**src/rtl/coherence_control.sv**
```systemverilog
// coherence_control: two-core snooping coherence controller in front of a
// single-ported RAM. It serves one transaction at a time: an instruction
// fetch, a dcache write-back, or a two-word dcache block read. A block read
// first snoops the other core, and if that core holds the block dirty, the
// dirty words are written to RAM before the requester gets the block.
//
// Ports
//   CLK, RST              clock, asynchronous active-high reset
//   iREN/iaddr            per-core fetch request / address
//   iwait/iload           per-core fetch stall / shared fetch data
//   dREN/dWEN             per-core dcache read / write-back request
//   daddr/dstore          per-core dcache word address / write data
//   dwait/dload           per-core dcache stall / read data
//   cctrans/ccwrite       requester: miss / write intent; snooper: present / dirty
//   ccwait/ccinv          per-core snoop hold / invalidate
//   ccsnoopaddr           per-core snoop block address
//   ramREN/ramWEN         RAM read / write strobes
//   ramaddr/ramstore      RAM address / write data
//   ramload/ramstate      RAM read data / status (FREE, BUSY, ACCESS, ERROR)
//
// Build option
//   CC_TRANSFER_EN   When defined, dirty words are also forwarded straight to
//                    the requester while they are written to RAM. When
//                    undefined, the requester rereads the block from RAM
//                    after the write-back.
module coherence_control (
  input  logic             CLK,
  input  logic             RST,
  input  logic [1:0]       iREN,
  input  logic [1:0][31:0] iaddr,
  output logic [1:0]       iwait,
  output logic [31:0]      iload,
  input  logic [1:0]       dREN,
  input  logic [1:0]       dWEN,
  input  logic [1:0][31:0] daddr,
  input  logic [1:0][31:0] dstore,
  output logic [1:0]       dwait,
  output logic [1:0][31:0] dload,
  input  logic [1:0]       cctrans,
  input  logic [1:0]       ccwrite,
  output logic [1:0]       ccwait,
  output logic [1:0]       ccinv,
  output logic [1:0][31:0] ccsnoopaddr,
  output logic             ramREN,
  output logic             ramWEN,
  output logic [31:0]      ramaddr,
  output logic [31:0]      ramstore,
  input  logic [31:0]      ramload,
  input  logic [1:0]       ramstate
);

  localparam logic [1:0] RAM_ACCESS = 2'd2;
  localparam logic [2:0] WORD0_OFF  = 3'b000;
  localparam logic [2:0] WORD1_OFF  = 3'b100;

  typedef enum logic [3:0] {
    IDLE   = 4'd0,
    ARB    = 4'd1,
    IFETCH = 4'd2,
    WB     = 4'd3,
    SNOOP  = 4'd4,
    FWD0   = 4'd5,
    FWD1   = 4'd6,
    RD0    = 4'd7,
    RD1    = 4'd8
  } state_e;

  state_e state_q, state_d;
  logic   gnt_q, gnt_d;     // core that owns the current transaction
  logic   last_q, last_d;   // core granted most recently (round-robin)
  logic   inv_q, inv_d;     // invalidate flag captured during SNOOP

  logic        oth;
  logic        access;
  logic [1:0]  elig;
  logic        pick;
  logic [31:0] blk_addr;

  // State registers
  always_ff @(posedge CLK or posedge RST) begin
    if (RST) begin
      state_q <= IDLE;
      gnt_q   <= 1'b0;
      last_q  <= 1'b1;
      inv_q   <= 1'b0;
    end else begin
      state_q <= state_d;
      gnt_q   <= gnt_d;
      last_q  <= last_d;
      inv_q   <= inv_d;
    end
  end

  // Arbitration: highest request class present, round-robin among its cores
  always_comb begin
    elig = 2'b00;
    pick = 1'b0;
    if (|dWEN)      elig = dWEN;
    else if (|dREN) elig = dREN;
    else            elig = iREN;
    if (elig == 2'b11) pick = ~last_q;
    else               pick = elig[1];
  end

  assign oth      = ~gnt_q;
  assign access   = (ramstate == RAM_ACCESS);
  assign blk_addr = {daddr[gnt_q][31:3], WORD0_OFF};

  // Next state and outputs
  always_comb begin
    state_d     = state_q;
    gnt_d       = gnt_q;
    last_d      = last_q;
    inv_d       = inv_q;
    iwait       = 2'b11;
    iload       = '0;
    dwait       = 2'b11;
    dload       = '0;
    ccwait      = 2'b00;
    ccinv       = 2'b00;
    ccsnoopaddr = '0;
    ramREN      = 1'b0;
    ramWEN      = 1'b0;
    ramaddr     = '0;
    ramstore    = '0;

    // The snooped core stays held for the whole block transaction
    if (state_q inside {SNOOP, FWD0, FWD1, RD0, RD1}) begin
      ccwait[oth]      = 1'b1;
      ccsnoopaddr[oth] = blk_addr;
      ccinv[oth]       = (state_q == SNOOP) ? ccwrite[gnt_q] : inv_q;
    end

    case (state_q)
      IDLE: begin
        if (|{iREN, dREN, dWEN}) state_d = ARB;
      end

      ARB: begin
        // Requests withdrawn since IDLE are simply dropped
        if (elig == 2'b00) begin
          state_d = IDLE;
        end else begin
          gnt_d  = pick;
          last_d = pick;
          if (|dWEN)      state_d = WB;
          else if (|dREN) state_d = SNOOP;
          else            state_d = IFETCH;
        end
      end

      IFETCH: begin
        ramREN  = 1'b1;
        ramaddr = iaddr[gnt_q];
        if (access) begin
          iwait[gnt_q] = 1'b0;
          iload        = ramload;
          state_d      = IDLE;
        end
      end

      WB: begin
        ramWEN   = 1'b1;
        ramaddr  = daddr[gnt_q];
        ramstore = dstore[gnt_q];
        if (access) begin
          dwait[gnt_q] = 1'b0;
          state_d      = IDLE;
        end
      end

      SNOOP: begin
        inv_d   = ccwrite[gnt_q];
        state_d = (cctrans[oth] && ccwrite[oth]) ? FWD0 : RD0;
      end

      FWD0, FWD1: begin
        // The snooper drives its dirty words out through its own write port
        ramWEN   = dWEN[oth];
        ramaddr  = daddr[oth];
        ramstore = dstore[oth];
        if (access && dWEN[oth]) begin
          dwait[oth] = 1'b0;
`ifdef CC_TRANSFER_EN
          dwait[gnt_q] = 1'b0;
          dload[gnt_q] = dstore[oth];
          state_d      = (state_q == FWD0) ? FWD1 : IDLE;
`else
          state_d      = (state_q == FWD0) ? FWD1 : RD0;
`endif
        end
      end

      RD0, RD1: begin
        ramREN  = 1'b1;
        ramaddr = {daddr[gnt_q][31:3], (state_q == RD0) ? WORD0_OFF : WORD1_OFF};
        if (access) begin
          dwait[gnt_q] = 1'b0;
          dload[gnt_q] = ramload;
          state_d      = (state_q == RD0) ? RD1 : IDLE;
        end
      end

      default: state_d = IDLE;
    endcase
  end

endmodule

```
**config.mk**
```make
export PLATFORM = sky130hd
export DESIGN_NAME = coherence_control
export DESIGN_NICKNAME = d
export VERILOG_FILES = /design/src/rtl/coherence_control.sv
export SDC_FILE = /design/constraint.sdc
export NUM_CORES = 1
export LEC_CHECK = 0
export ABC_CLOCK_PERIOD_IN_PS = 2200
export BUFFER_PORTS_ARGS = -buffer_cell sky130_fd_sc_hd__buf_2
export CAP_MARGIN = 20
export CELL_PAD_IN_SITES_DETAIL_PLACEMENT = 1
export CELL_PAD_IN_SITES_GLOBAL_PLACEMENT = 2
export CORE_AREA = 3 3 183 185
export CTS_BUF_LIST = sky130_fd_sc_hd__clkbuf_4
export DETAILED_ROUTE_END_ITERATION = 7
export DIE_AREA = 0 0 186 188
export HOLD_SLACK_MARGIN = 0.08
export PLACE_DENSITY_LB_ADDON = 0.1
export REMOVE_ABC_BUFFERS = 1
export SYNTH_ARGS = -nofsm -noshare
export SYNTH_HDL_FRONTEND = slang
export SYNTH_SLANG_ARGS = --single-unit
```
**constraint.sdc**
```tcl
create_clock -name CLK -period 2.2 [get_ports CLK]
set_clock_uncertainty 0.2 [all_clocks]
set_input_delay 0.44 -clock CLK [delete_from_list [all_inputs] [get_ports CLK]]
set_output_delay 0.44 -clock CLK [all_outputs]
set_load 0.02 [all_outputs]
```
==> summary.md, run 1 <==
| Metric | Value |
|---|---|
| Run status | `complete, but fails checks` |
| Failing checks | `negative setup slack` |
| Most used DFF post-synth | `dfrtp_1` |
| CTS H-Tree Depth | `1` |
| Flops & latches, synth | `7` |
| Achievable Freq | `350.2 MHz` |
| Drt drc | `0` |
| Most frequent cells in the layout | `buf_2, buf_6, and2_4` |
| Count of input and output buffers | `465` |
| Synth warnings | `0` |
| CTS clk-pin slew, worst paths | `0.06 ns` |
| Layout cells sized above 1 | `0.7655` |
| Setup violators final | `227` |
| Min-Delay Path Class | `register to register` |
| Period minus WS final | `2.856 ns` |
| Gpl congestion | `0.7475` |
| Vias | `7,145` |
| GRT Max-Usage Layer | `met2` |
| Critical Path Start Type | `register` |
| Final Max Slew Viols | `0` |
| Mapped Area | `0.003907 sq mm` |
| CTS tree | `built` |
| Vias/cell | `4.583` |
| CP Capture Type | `output pin` |
| Synth cell types | `48` |
| Hold depth | `2` |
| Grt met1 use | `0.2066` |
| Met3 Use GR | `0.03453` |
| Period utilization | `1.298` |
| WL final | `35,950 um` |
| Hold Violations, Final | `0` |
| Starting Density | `0.1213` |
| HPWL Detailed | `24,560 um` |
| RSZ-0062 raised after global routing | `yes` |
| # clock sinks | `7` |
| Clock Path Buffers | `2` |
| Row cnt | `66` |
| Crit-path cells | `buf_12, nor4b_4, buf_4, clkbuf_16, a21oi_4, nand2_2, a21oi_2, a2111oi_2, buf_4` |
| Initial DRT Pass Iterations | `4` |
| Compound-cell area share of the yosys netlist | `0.4038` |
| DIE WIDTH | `186 um` |
| Iter 0 DRT Violations | `214` |
| Skew-Pair Late Insertion Delay | `0.26 ns` |
| Crit-path max FO | `5` |
| All-Layer GR Usage | `0.1805` |
| Global-route wire length before repair | `48,200 um` |
| Remaining Overflow, GRT | `0` |
| Seq/Total Area, Yosys | `0.04515` |
| Path depth of the worst reg2reg path | `10` |
| Critical Path RT | `1.56 ns` |
| I/O pins | `472` |
| Max-cap violation count | `0` |
| Final worst slack | `-0.6559 ns` |
| Post-synth EDFFs | `0` |
| Area growth syn-to-layout | `183.5%` |
| Mapped Avg Cell Area | `6.807 sq um` |
| FFs w/ async S/R, synth | `1.000` |
| TritonCTS buffer count | `3` |
| Hold WS | `0.2650 ns` |
| Dpl ws | `-0.6714 ns` |
| Post-Synthesis Cells | `574` |
| Clock root buffer | `clkbuf_4` |
| Post-Synth XOR/XNOR Area | `0.002241` |
| Slowest CP cell | `dfrtp_1` |
| Data arrival, critical path | `2.22 ns` |
| Post-Synth Simple-Gate Area | `0.3670` |
| Peak VDD IR | `0.5240 mV` |
| Post-Synth Adder-Cell Area | `0` |
| Final net count | `1,386` |
| Layout fillers | `3,749` |
| Post-synthesis mux area share | `0.08966` |
| Largest net degree at the start of global routing | `30` |
| Initial antenna violation count | `7` |
| Chip Height | `188 um` |
| Wirelength per Cell | `23.06 um` |
| Die area | `0.03497 sq mm` |
| Commonest non-fill, non-tap cell in the layout | `buf_2` |
| P_leak | `5.353 nW` |
| CP max stage delay | `0.40 ns` |
| Final core occ | `0.3440` |
| Met2 GRT Util | `0.3502` |
| WS Path Type | `register to output pin` |
| Pwr per Cell Area | `1587 mW/mm^2` |
| Core Box Area | `0.03221 sq mm` |
| Main combinational cell family by area after synthesis | `compound AO/OA/AOI/OAI gates` |
| Top cell by count, worst path | `buf_4` |
| Final ANT Viol Nets | `0` |
| Vias in the first global route | `7,490` |
-- critical path, delay by kind of cell, from the launching register on --
kind                   cells  cell delay, ns
and+or+nand+nor            2            0.40
DFF                        1            0.40
AOI/OAI and AO/OA          3            0.44
buffers and inverters      4            0.72
-- what timing repair did --
action,in CTS,in global routing
hold endpoints to repair,6,0
endpoints found under the setup margin,229,230
gates cloned,19,11
pin swaps,161,75
buffers inserted,33,21
hold buffers,1,0
resized for setup,557,167
-- metal layers --
metal / part of all wire / vias up
li1: - / 3331
met1: 0.39 / 3485
met2: 0.53 / 301
met3: 0.066 / 22
met4: 0.011 / 6
met5: 0.0012 / -
-- stage by stage --
stage               area [sq um]  cells  total power [mW]  setup TNS, ns
finish                     11080   1559             17.58        -109.39
global route               11080   1558             18.48        -129.06
CTS                        10110   1533             15.85        -104.94
detailed placement          7367   1478             10.63         -61.74
global placement            7367   1478             10.69         -57.95
floorplan                   3585    509             5.758        -492.19
-- power by group --
group          switching (mW)  total (mW)  internal [mW]
Combinational            8.38        17.1           8.77
Sequential             0.0932       0.297          0.204
Clock                  0.0522       0.134         0.0818
-- registers in the layout (all words and copies together), names as in the netlist --
signal   count
last_q       1
inv_q        1
state_q      4
gnt_q        1
-- synth_stat cells, types with 2 or more instances --
cell type | count | area [sq um]
a221o_1 | 12 | 120.1
a31oi_1 | 2 | 12.51
nor2b_1 | 5 | 31.28
buf_2 | 24 | 120.1
o22ai_1 | 21 | 131.4
a21oi_1 | 45 | 225.2
and3_1 | 32 | 200.2
o21ai_0 | 8 | 40.04
nor3b_1 | 2 | 15.01
dfrtp_1 | 6 | 150.1
a2111oi_1 | 9 | 90.09
o21a_1 | 10 | 75.07
nor3_1 | 4 | 20.02
buf_4 | 7 | 52.55
nand2b_1 | 8 | 50.05
and2_1 | 124 | 775.7
buf_6 | 3 | 33.78
a221oi_1 | 40 | 350.3
a211oi_1 | 10 | 75.07
nand2_1 | 31 | 116.4
and3b_1 | 2 | 17.52
inv_1 | 3 | 11.26
nor2_1 | 29 | 108.9
nand3_1 | 2 | 10.01
mux2i_1 | 35 | 350.3
nor4b_4 | 2 | 47.55
clkbuf_1 | 33 | 123.9
a2bb2oi_1 | 3 | 26.28
buf_1 | 3 | 11.26
a22o_1 | 41 | 359.1
-- area by class of cell --
type,count,area (sq um),share of cell area
Multi-Input combinational cell,499,4606,0.4157
Clock buffer,4,30.03,0.002711
Antenna cell,4,10.01,0.0009035
Inverter,4,15.01,0.001355
Sequential cell,7,182.7,0.01649
Tap cell,408,510.5,0.04608
Timing Repair Buffer,633,5724,0.5167
-- logic make-up (layout without fill, tap and decap cells) --
| group | after synthesis | count (layout) |
|---|---|---|
| buffers and inverters | 74 | 641 |
| other | 1 | 10 |
| DFF | 7 | 7 |
| and+or+nand+nor | 246 | 247 |
| xor gates and xnor gates | 1 | 1 |
| AOI/OAI and AO/OA | 210 | 210 |
| muxes | 35 | 35 |
-- path summary, 6_finish.rpt --
path                       startpoint     endpoint  slack (ns)
setup / recovery           state_q[2]  ramaddr[16]       -0.66
hold reg to reg                last_q       last_q        0.27
hold / removal                 last_q       last_q        0.27
max in group asynchronous         RST       last_q        1.01
min in group asynchronous         RST        gnt_q        0.50
setup reg to reg           state_q[3]   state_q[2]        0.10
Power figures use the tool's default switching activity.
==> run 2, diff against run 1 <==
- CAP_MARGIN: 20 -> 25
- PLACE_DENSITY_LB_ADDON: 0.1 -> 0.12
==> run 2 against run 1 <==
The flow still finishes with violations (negative setup slack). Non-clock buffer count decreased by 33. Wire length decreased by 7.9%. Combinational power decreased by 16%. Total power decreased by 16%. Sequential cell count unchanged. Core utilization decreased by 3.0 points. Highest routed layer unchanged.
==> summary.md, run 2 (synthesized netlist as in run 1, its figures left out) <==
| Metric | Value |
|---|---|
| Crit-path cells | `buf_4, nor4b_4, buf_6, buf_12, a21oi_4, nor3_4, buf_6, buf_16, and2_1, buf_6` |
| Final worst slack | `-0.5875 ns` |
| Top cell by count, worst path | `buf_6` |
| Count of input and output buffers | `465` |
| Final instance area | `0.01011 sq mm` |
| RSZ-0062 raised after global routing | `yes` |
| Initial DRT Pass Iterations | `6` |
| PnR Total Power | `14.71 mW` |
| Combinational Power Share | `0.972` |
| Switching share of power | `0.5119` |
| Register share of total power | `0.019` |
| CTS H-Tree Depth | `1` |
| Most frequent cells in the layout | `buf_2, buf_4, buf_6` |
| Setup violators final | `228` |
| CTS clk-pin slew, worst paths | `0.06 ns` |
| # clock sinks | `7` |
| TritonCTS buffer count | `3` |
| Critical Path Start Type | `register` |
| Starting Density | `0.1213` |
| Internal power | `7.181 mW` |
| Data arrival, critical path | `2.15 ns` |
| CP Capture Type | `output pin` |
| Peak VDD IR | `0.7847 mV` |
| Wirelength per Cell | `21.72 um` |
| Vias | `6,889` |
| Final Max Slew Viols | `0` |
| HPWL Detailed | `24,700 um` |
| Final net count | `1,352` |
| DIE WIDTH | `186 um` |
| Crit-path max FO | `16` |
| I/O pins | `472` |
| Period minus WS final | `2.787 ns` |
| CP max stage delay | `0.41 ns` |
| Min-Delay Path Class | `register to register` |
| Largest net degree at the start of global routing | `36` |
| All-Layer GR Usage | `0.1688` |
| Run status | `complete, but fails checks` |
| Commonest non-fill, non-tap cell in the layout | `buf_2` |
| Initial antenna violation count | `4` |
| Global-route wire length before repair | `45,510 um` |
| Gpl congestion | `0.7539` |
| Drt drc | `0` |
| Max FFs per register | `4` |
| Vias in the first global route | `7,261` |
| Layout cells sized above 1 | `0.7403` |
| Row cnt | `66` |
| Die area | `0.03497 sq mm` |
| Final ANT Viol Nets | `0` |
| Failing checks | `negative setup slack` |
| Slowest CP cell | `dfrtp_2` |
| CTS tree | `built` |
| Pwr per Cell Area | `1455 mW/mm^2` |
| Core Box Area | `0.03221 sq mm` |
| Hold Violations, Final | `0` |
| Final core occ | `0.3139` |
| Chip Height | `188 um` |
| Post-Place Cells | `1,473` |
| Clock Path Buffers | `2` |
| Layout fillers | `3,801` |
| Clock Power Share | `0.009` |
| Period utilization | `1.267` |
| Area growth syn-to-layout | `158.8%` |
| WS Path Type | `register to output pin` |
| Dpl ws | `-0.5581 ns` |
| P_leak | `4.992 nW` |
| Skew-Pair Late Insertion Delay | `0.26 ns` |
| Placed inst area | `0.007277 sq mm` |
| Largest Register | `state_q` |
| Achievable Freq | `358.8 MHz` |
| Critical Path RT | `1.56 ns` |
| Vias/cell | `4.520` |
| Remaining Overflow, GRT | `0` |
| Max-cap violation count | `0` |
| Post-route insts no fill | `1,524` |
| WL final | `33,100 um` |
| Clock root buffer | `clkbuf_4` |
| Iter 0 DRT Violations | `213` |
| Net Switching | `7.531 mW` |
==> run 2: layer usage <==
metal | vias up | global-route usage | part of all wire
li1 | 3255 | - | -
met1 | 3327 | 0.1864 | 0.37
met4 | 2 | 0.02349 | 0.012
met5 | - | 0 | 0.00021
met3 | 20 | 0.03181 | 0.067
met2 | 285 | 0.3351 | 0.55
==> run 2: cell type report <==
class / instances / area, sq um / share of cell area
Tap cell: 408 / 510.5 / 0.05049
Clock buffer: 4 / 30.03 / 0.002970
Sequential cell: 7 / 183.9 / 0.01819
Antenna cell: 3 / 7.507 / 0.0007425
Multi-Input combinational cell: 498 / 4364 / 0.4316
Inverter: 4 / 17.52 / 0.001732
Timing Repair Buffer: 600 / 4997 / 0.4942
==> run 2: power groups by stage <==
stage	registers [mW]	logic (mW)	clock network, mW
floorplan	0.519	5.24	0
global route	0.294	15.2	0.149
detailed placement	0.311	10.1	0
global placement	0.306	10.1	0
finish	0.285	14.3	0.134
CTS	0.314	13.3	0.138
==> run 2: timing repair <==
action / CTS / global route
cloned: 14 / 4
resized for setup: 355 / 276
setup endpoints to repair: 228 / 231
hold buffers: 1 / 0
pin swaps: 70 / 42
setup buffers: 23 / 9
endpoints found under the hold margin: 6 / 0
==> run 2: final timing paths <==
| path | start | end | slack [ns] | depth (start not counted) |
|---|---|---|---|---|
| max | state_q[2] | dload[32] | -0.59 | 10 |
| min | last_q | last_q | 0.26 | 2 |
| max in group asynchronous | RST | last_q | 1.04 | 3 |
| min reg2reg | last_q | last_q | 0.26 | 2 |
| max reg2reg | state_q[2] | state_q[2] | 0.03 | 9 |
| min in group asynchronous | RST | inv_q | 0.48 | 3 |
==> run 2: critical path: cells and delay by family (launching register included) <==
kind / cells / cell delay [ns]
AOI/OAI and AO/OA: 1 / 0.04
buffers and inverters: 6 / 0.88
DFF: 1 / 0.41
and+or+nand+nor: 3 / 0.57
==> run 2: metrics by stage <==
stage,hold slack (ns),setup TNS [ns]
finish,0.2626,-111.11
global route,0.2920,-136.28
CTS,0.2676,-105.56
detailed placement,0.2224,-60.38
global placement,0.2311,-55.07
floorplan,0.04267,-492.19
